### src/rtl/proc_pkg.sv
// Shared definitions for the 8-bit processor: opcodes, instruction width and
// the sequencer state encoding.
package proc_pkg;

   localparam int INST_W = 8;

   localparam logic [3:0] OP_LD  = 4'b0000;
   localparam logic [3:0] OP_ST  = 4'b0001;
   localparam logic [3:0] OP_MI  = 4'b0010;
   localparam logic [3:0] OP_MR  = 4'b0011;
   localparam logic [3:0] OP_SUM = 4'b0100;
   localparam logic [3:0] OP_SB  = 4'b0101;
   localparam logic [3:0] OP_ANR = 4'b0110;
   localparam logic [3:0] OP_CM  = 4'b0111;
   localparam logic [3:0] OP_ORR = 4'b1000;
   localparam logic [3:0] OP_ORI = 4'b1001;
   localparam logic [3:0] OP_XRR = 4'b1010;
   localparam logic [3:0] OP_XRI = 4'b1011;
   localparam logic [3:0] OP_SMI = 4'b1100;
   localparam logic [3:0] OP_SBI = 4'b1101;
   localparam logic [3:0] OP_ANI = 4'b1110;
   localparam logic [3:0] OP_CMI = 4'b1111;

   typedef enum logic [2:0] {
      S_IDLE   = 3'd0,
      S_FETCH  = 3'd1,
      S_DECODE = 3'd2,
      S_EXEC   = 3'd3,
      S_MEM    = 3'd4,
      S_WB     = 3'd5,
      S_HALT   = 3'd6
   } seq_state_t;

   function automatic logic is_mem_op(input logic [3:0] op);
      return (op == OP_LD) || (op == OP_ST);
   endfunction

endpackage

### src/rtl/seq_wait_timer.sv
// Memory wait counter: synchronous clear, count enable, expired when count == limit.
// Latency: expired is combinational from the registered count; no backpressure.
module seq_wait_timer #(
   parameter int CNT_W = 8
) (
   input  logic             clk,
   input  logic             reset,
   input  logic             clr,
   input  logic             en,
   input  logic [CNT_W-1:0] limit,
   output logic             expired
);

   logic [CNT_W-1:0] cnt;

   assign expired = (cnt == limit);

   // Counting stops at the limit so a stalled owner never wraps back to zero.
   always_ff @(posedge clk or negedge reset) begin
      if (!reset)
         cnt <= '0;
      else if (clr)
         cnt <= '0;
      else if (en && !expired)
         cnt <= cnt + CNT_W'(1);
   end

endmodule

### src/rtl/instr_sequencer.sv
// Fetch/decode/execute/writeback sequencer owning pc, ir and the retired count.
// Latency 4 cycles per instruction plus memory wait cycles; optional INSTR_SEQUENCER_STEP_EN single-steps on step edges.
module instr_sequencer
   import proc_pkg::*;
#(
   parameter int PC_W        = 8,
   parameter int MEM_TIMEOUT = 15,
   parameter int RET_W       = 16
) (
   input  logic              clk,
   input  logic              reset,
   input  logic              run,
`ifdef INSTR_SEQUENCER_STEP_EN
   input  logic              step,
`endif
   input  logic              halt_req,
   input  logic [INST_W-1:0] imem_rdata,
   input  logic              imem_valid,
   output logic              imem_req,
   output logic [PC_W-1:0]   pc,
   output logic [INST_W-1:0] ir,
   output logic              dmem_req,
   output logic              dmem_we,
   input  logic              dmem_ready,
   output logic              alu_en,
   output logic              rf_we,
   output logic              busy,
   output logic              halted,
   output logic              err,
   output logic [RET_W-1:0]  retired
);

   localparam logic [7:0] TMO_LIMIT = 8'(MEM_TIMEOUT);

   seq_state_t state, state_nxt;
   logic       start, cont;
   logic       wait_clr, wait_en, wait_exp;
   logic       ir_ld, wb_do, tmo;

`ifdef INSTR_SEQUENCER_STEP_EN
   logic step_q;

   always_ff @(posedge clk or negedge reset) begin
      if (!reset)
         step_q <= 1'b0;
      else
         step_q <= step;
   end

   assign start = step & ~step_q;
   assign cont  = 1'b0;
`else
   assign start = run;
   assign cont  = run;
`endif

   seq_wait_timer #(.CNT_W(8)) u_wait (
      .clk     (clk),
      .reset   (reset),
      .clr     (wait_clr),
      .en      (wait_en),
      .limit   (TMO_LIMIT),
      .expired (wait_exp)
   );

   always_ff @(posedge clk or negedge reset) begin
      if (!reset)
         state <= S_IDLE;
      else
         state <= state_nxt;
   end

   // Strobes decode from the state register only, so reset removes them at once.
   always_comb begin
      state_nxt = state;
      imem_req  = 1'b0;
      dmem_req  = 1'b0;
      dmem_we   = 1'b0;
      alu_en    = 1'b0;
      rf_we     = 1'b0;
      wait_clr  = 1'b1;
      wait_en   = 1'b0;
      ir_ld     = 1'b0;
      wb_do     = 1'b0;
      tmo       = 1'b0;
      case (state)
         S_IDLE: begin
            if (start)
               state_nxt = S_FETCH;
         end
         S_FETCH: begin
            imem_req = 1'b1;
            wait_clr = 1'b0;
            if (imem_valid) begin
               ir_ld     = 1'b1;
               state_nxt = S_DECODE;
            end else if (wait_exp) begin
               tmo       = 1'b1;
               state_nxt = S_HALT;
            end else begin
               wait_en = 1'b1;
            end
         end
         S_DECODE: begin
            state_nxt = is_mem_op(ir[7:4]) ? S_MEM : S_EXEC;
         end
         S_EXEC: begin
            alu_en    = 1'b1;
            state_nxt = S_WB;
         end
         S_MEM: begin
            dmem_req = 1'b1;
            dmem_we  = (ir[7:4] == OP_ST);
            wait_clr = 1'b0;
            if (dmem_ready) begin
               state_nxt = S_WB;
            end else if (wait_exp) begin
               tmo       = 1'b1;
               state_nxt = S_HALT;
            end else begin
               wait_en = 1'b1;
            end
         end
         S_WB: begin
            rf_we = (ir[7:4] != OP_ST);
            wb_do = 1'b1;
            if (halt_req)
               state_nxt = S_HALT;
            else if (!cont)
               state_nxt = S_IDLE;
            else
               state_nxt = S_FETCH;
         end
         S_HALT: begin
            state_nxt = S_HALT;
         end
         default: begin
            state_nxt = S_IDLE;
         end
      endcase
   end

   always_ff @(posedge clk or negedge reset) begin
      if (!reset) begin
         pc      <= '0;
         ir      <= '0;
         retired <= '0;
         err     <= 1'b0;
      end else begin
         if (ir_ld)
            ir <= imem_rdata;
         if (wb_do) begin
            pc <= pc + PC_W'(1);
            if (retired != {RET_W{1'b1}})
               retired <= retired + RET_W'(1);
         end
         if (tmo)
            err <= 1'b1;
      end
   end

   assign busy   = (state != S_IDLE) && (state != S_HALT);
   assign halted = (state == S_HALT);

endmodule

### config.mk
export PLATFORM = sky130hd
export DESIGN_NAME = instr_sequencer
export DESIGN_NICKNAME = d
export VERILOG_FILES = /design/src/rtl/proc_pkg.sv /design/src/rtl/seq_wait_timer.sv /design/src/rtl/instr_sequencer.sv
export SDC_FILE = /design/constraint.sdc
export NUM_CORES = 1
export LEC_CHECK = 0
export CAP_MARGIN = 15
export CORE_MARGIN = 4
export CORE_UTILIZATION = 49
export CTS_CLUSTER_DIAMETER = 40
export CTS_CLUSTER_SIZE = 40
export DETAILED_ROUTE_END_ITERATION = 12
export HOLD_SLACK_MARGIN = 0.06
export PLACE_DENSITY = 0.87
export SKIP_LAST_GASP = 1
export SLEW_MARGIN = 20
export SYNTH_ARGS = -nofsm -noshare
export SYNTH_HDL_FRONTEND = slang
export SYNTH_SLANG_ARGS = --single-unit
### constraint.sdc
create_clock -name clk -period 2.3 [get_ports clk]
set_input_delay 0.23 -clock clk [delete_from_list [all_inputs] [get_ports clk]]
set_output_delay 0.23 -clock clk [all_outputs]
set_load 0.005 [all_outputs]
# After elaboration in Yosys (flattened, before gate mapping)
# Index checks and enable logic that the tools add are counted.
# classes
n_eq_ne	13
n_reduce_logical	9
muxes	26
n_bitwise	0
n_mul	0
n_shift	0
magnitude_cmp	0
div_mod_pow	0
add_sub_neg	3
# op_table
operator	count
3-bit case mux with 7 select lines	1
3-bit two-way mux	6
16-bit by 1-bit adder with 16-bit output (second input constant)	1
8-bit by 1-bit adder with 8-bit output (second input constant)	2
8-bit two-way mux	2
16-bit inequality test (second input constant)	1
1-bit two-way mux	15
3-bit == test (second input constant)	3
8-bit by 4-bit == test with 1-bit output (second input constant)	1
3-bit by 2-bit == test with 1-bit output (second input constant)	2
4-bit by 1-bit == test with 1-bit output (second input constant)	1
4-bit logical NOT	1
4-bit by 1-bit inequality test with 1-bit output (second input constant)	1
1-bit case mux with 2 select lines	2
3-bit by 1-bit == test with 1-bit output (second input constant)	1
3-bit logical NOT	1
3-bit inequality test (second input constant)	1
3-bit nonzero test	1
1-bit logical AND	2
2-bit by 1-bit inequality test with 1-bit output (second input constant)	1
2-bit inequality test (second input constant)	1
2-bit AND reduction	1
2-bit OR reduction	1
1-bit logical NOT	1
1-bit logical OR	1
# word_totals
latchBits	0
mem_bits_ro	0
reg_bits	44
ramBits	0
in_bits	14
mem_count	0

# Longest topological paths before layout
# logic_depth
word_depth	7
mapped_depth	6

# Cells and area by module
# A second synthesis with hierarchy kept.
# unflattened
hier_cells	221
area_unflattened_um2	2351.0
# by_module_without_submodules
mod	n_inst	cells_per_inst	seq_area_each_um2	area_each_um2
instr_sequencer	1	166	900.9	1803.0
seq_wait_timer	1	55	200.2	548.0

# Worst setup path after synthesis
# OpenSTA, ideal clock, no wires.
# synth_path
path_type	register to register
start	register state[2]
end	register u_wait.cnt[4]
required_time_ps	2160
stages_incl_launch_ff	7
arrival_ps	1683
setup_slack_ps	477
path_cell_list	dfrtp_1 -> buf_6 -> or4b_4 -> and2_4 -> buf_6 -> o311ai_0 -> o41ai_1
# synth_via
elab_chain_cells	4
word_cells_on_any_way	7
# synth_rtl
element	line_no	text
start, declared	instr_sequencer.sv:35	seq_state_t state, state_nxt;
start signal, assigned	instr_sequencer.sv:70	state <= state_nxt;
3-bit == test / 3-bit by 1-bit == test with 1-bit output (equally long branches)	instr_sequencer.sv:86	case (state)
1-bit case mux with 2 select lines	instr_sequencer.sv:86	
1-bit logical AND	seq_wait_timer.sv:24	else if (en && !expired)
2-bit by 1-bit inequality test with 1-bit output (no source line)	-	
end signal, assigned	seq_wait_timer.sv:25	cnt <= cnt + CNT_W'(1);
end, declared	seq_wait_timer.sv:14	logic [CNT_W-1:0] cnt;
# Several ways; a longest one is shown, not always the timed one.
# A chain may end at the register's enable or synchronous reset.

# Worst setup path in the final report
# layout_path
start	register state[2]
end	output alu_en
# layout_via
elab_chain_cells	2
# layout_rtl
element	line_no	text
3-bit by 2-bit == test with 1-bit output	instr_sequencer.sv:86	
1-bit two-way mux	instr_sequencer.sv:86	
end, declared	instr_sequencer.sv:25	output logic alu_en,
# Every way passes these cells.

==> impl_metrics.tcl <==
set metrics [dict create \
    cp_max_fo 13 \
    core_area_um2 4380 \
    seq_area_frac_synth_pct 49.5 \
    io_pins 54 \
    cts_buffers 5 \
    io_buffer_count 53 \
    clock-sinks 44 \
    drt_iter0_drc 70 \
    grt_pass1_vias 1743 \
    hp-class "input port to async pin" \
    synth_fp_nets 222 \
    grt_max_degree 25 \
    avgRoutedWirePerCell_um 15.2 \
    grt_usage_pct 18.9 \
    root_buffer "clkbuf_8" \
    setup_tns_ps 0 \
    end_kind "primary output" \
    worstReg2RegStart "state[0]$_DFFE_PN0P_" \
    syn_area_per_cell_um2 10.9 \
    finalSetupViolations 0 \
    clkTransAtPathRegs_ps 80 \
    critical_path.startpoint "state[2]$_DFFE_PN0P_" \
    clk_latency_ps 290 \
    num_rows 24 \
    die_y_um 75.4 \
    htree_levels 2 \
    yosys_warnings 0 \
    status "completed" \
    drt-vias-per-instance 5.71 \
    clockBufferDepth 2 \
    critPathLaunchType "register" \
    hold_viol_final 0 \
    first_pass_iters 4 \
    total_power_w 0.00135 \
    grt_pass1_wl_mm 8.16 \
    synth_top_cell_by_area "dfrtp_1" \
    timing.fmax_ghz 0.490 \
    yosys.cell_types.count 46 \
    p_per_area_nw_per_um2 461 \
    insertedDiodeCount 0 \
    antenna_found_initial 0 \
    synth-edff-count 0 \
    async_flop_share_pct 100 \
    synth_top_area_share_pct 49.5 \
    r2r_setup_slack_ps 300 \
    layout_min_cycle_time_ps 2040 \
    finalWirelength_mm 4.86 \
    ys.flop_type "dfrtp_1" \
    rsz0062_at_grt "no" \
    nFillCells 341 \
    syn_to_final_growth_pct 31.5 \
    drive_above_1_share_pct 12.0 \
    ant_nets 0 \
    cts_tree "yes" \
    drv_cap 0 \
    die_w_um 75.4 \
    max_slew_margin_pct 66.1 \
    post-route-period-util_pct 88.8 \
    synth_cells 205 \
    finalNetCount 283 \
    critPathArrivalTime_ps 1810 \
    grt_overflow 0 \
    syn_area_um2 2230 \
    num_vias 1821 \
    post_cts_buffers 0 \
    slew_violations 0 \
    drcViolationCount 0 \
    leakagePower_nw 1.22 \
    worstMarginPinSlew_ps 509 \
    vdd_drop_max_uv 415 \
    routabilityCongestion 0.821 \
    path_class "register to primary output" \
    ys_ff_latch 44 \
    skew_ps 4.73 \
    synthTopCellsByArea "dfrtp_1 49%, xnor2_1 7.9%, mux2_2 5.1%" \
    initial_core_util_pct 50.8 \
    final_core_util_pct 66.8 \
    dieArea_um2 5690 \
    cp_data_required_time_ps 2070 \
    dp_hpwl_mm 3.54 \
]
[critical path: stages (launching register included)]
cell	delay, ps
dfrtp_1	440
buf_4	200
nand2b_1	240
nor2_1	140
clkdlybuf4s50_1	510
[layout by cell type, fill, tap and decap left out, types with 3 or more instances in the layout]
cell type / n
nor3_1: 3
buf_4: 7
dfrtp_1: 43
nand2b_1: 4
o211ai_1: 4
a21oi_1: 5
and2_1: 3
clkdlybuf4s50_1: 52
ha_1: 3
and4_1: 3
and3_1: 6
inv_1: 6
o311ai_0: 3
xnor2_1: 20
o21ai_0: 8
mux2_2: 10
nand4_1: 7
clkbuf_8: 6
nand3b_1: 3
nand2_1: 11
nand3_1: 12
xor2_1: 3
nor2_1: 12
[per-layer routing]
layer,up-vias,wire length (um),global-route usage (%)
li1,874,-,-
met1,898,2170,24.4
met2,43,2320,29.1
met3,6,301,7.26
met4,0,61,6.60
met5,-,0,0
[registers in the layout (all words and copies together), names as in the netlist]
signal and cells:
err 1, ir 8, pc 8, retired 16, state 3, u_wait.cnt 8
[what timing repair did]
item                                   CTS  global route
hold buffers                             1             0
gates resized for setup                  0             1
endpoints found under the hold margin   23             0
setup endpoints to repair                0             1
[cells by family after synthesis]
kind of cell	after synthesis	synth area share, %
AOI/OAI and AO/OA	36	12.0
xor gates and xnor gates	23	9.05
adders and majority gates	3	1.69
buffers and inverters	13	2.92
DFF	44	49.5
muxes	11	5.51
and+or+nand+nor	75	19.3
[synth_stat cells, drive strengths merged, types with 3 or more instances]
cell type,count
buf,3
nand3,12
nand4,7
and2,4
inv,6
dfrtp,44
ha,3
xnor2,20
and3,6
a21oi,5
nand3b,3
nor3,3
o311ai,4
xor2,3
nand2b,4
nand2,11
mux2,10
clkbuf,4
and4,3
nor2,12
o211ai,4
o21ai,8
[per-stage QoR]
stage          hold WS, ps  cells  instance area (um^2)  setup slack [ps]
2_1_floorplan        -65.6    205                  2230               477
3_3_place_gp           234    310                  2830               356
3_5_place_dp           229    310                  2830               212
4_1_cts                459    319                  2930               146
5_1_grt                490    319                  2930               150
6_report               445    319                  2930               258
[where the power goes]
group          internal, W  total (W)  switching, W
logic            0.0000429  0.0000728     0.0000299
registers         0.000780   0.000785    0.00000456
clock network     0.000245   0.000492      0.000246
[path summary, 6_finish.rpt]
path	end	depth (start not counted)
hold / removal	pc[5]$_DFFE_PN0P_	2
setup reg to reg	u_wait.cnt[2]$_DFFE_PN0P_	4
hold reg to reg	pc[7]$_DFFE_PN0P_	1
min in group clk	pc[7]$_DFFE_PN0P_	1
setup / recovery	alu_en	4
max in group asynchronous	state[1]$_DFFE_PN0P_	3
[area by class of cell]
class / instances / area [um^2] / share of cell area [%]
sequential: 44 / 1100 / 37.6
multi-input combinational: 148 / 1060 / 36.2
timing repair buffer: 61 / 588 / 20.1
clock buffer: 8 / 90.1 / 3.08
tap: 52 / 65.1 / 2.22
inverter: 6 / 22.5 / 0.769
(Power assumes the default switching activity.)
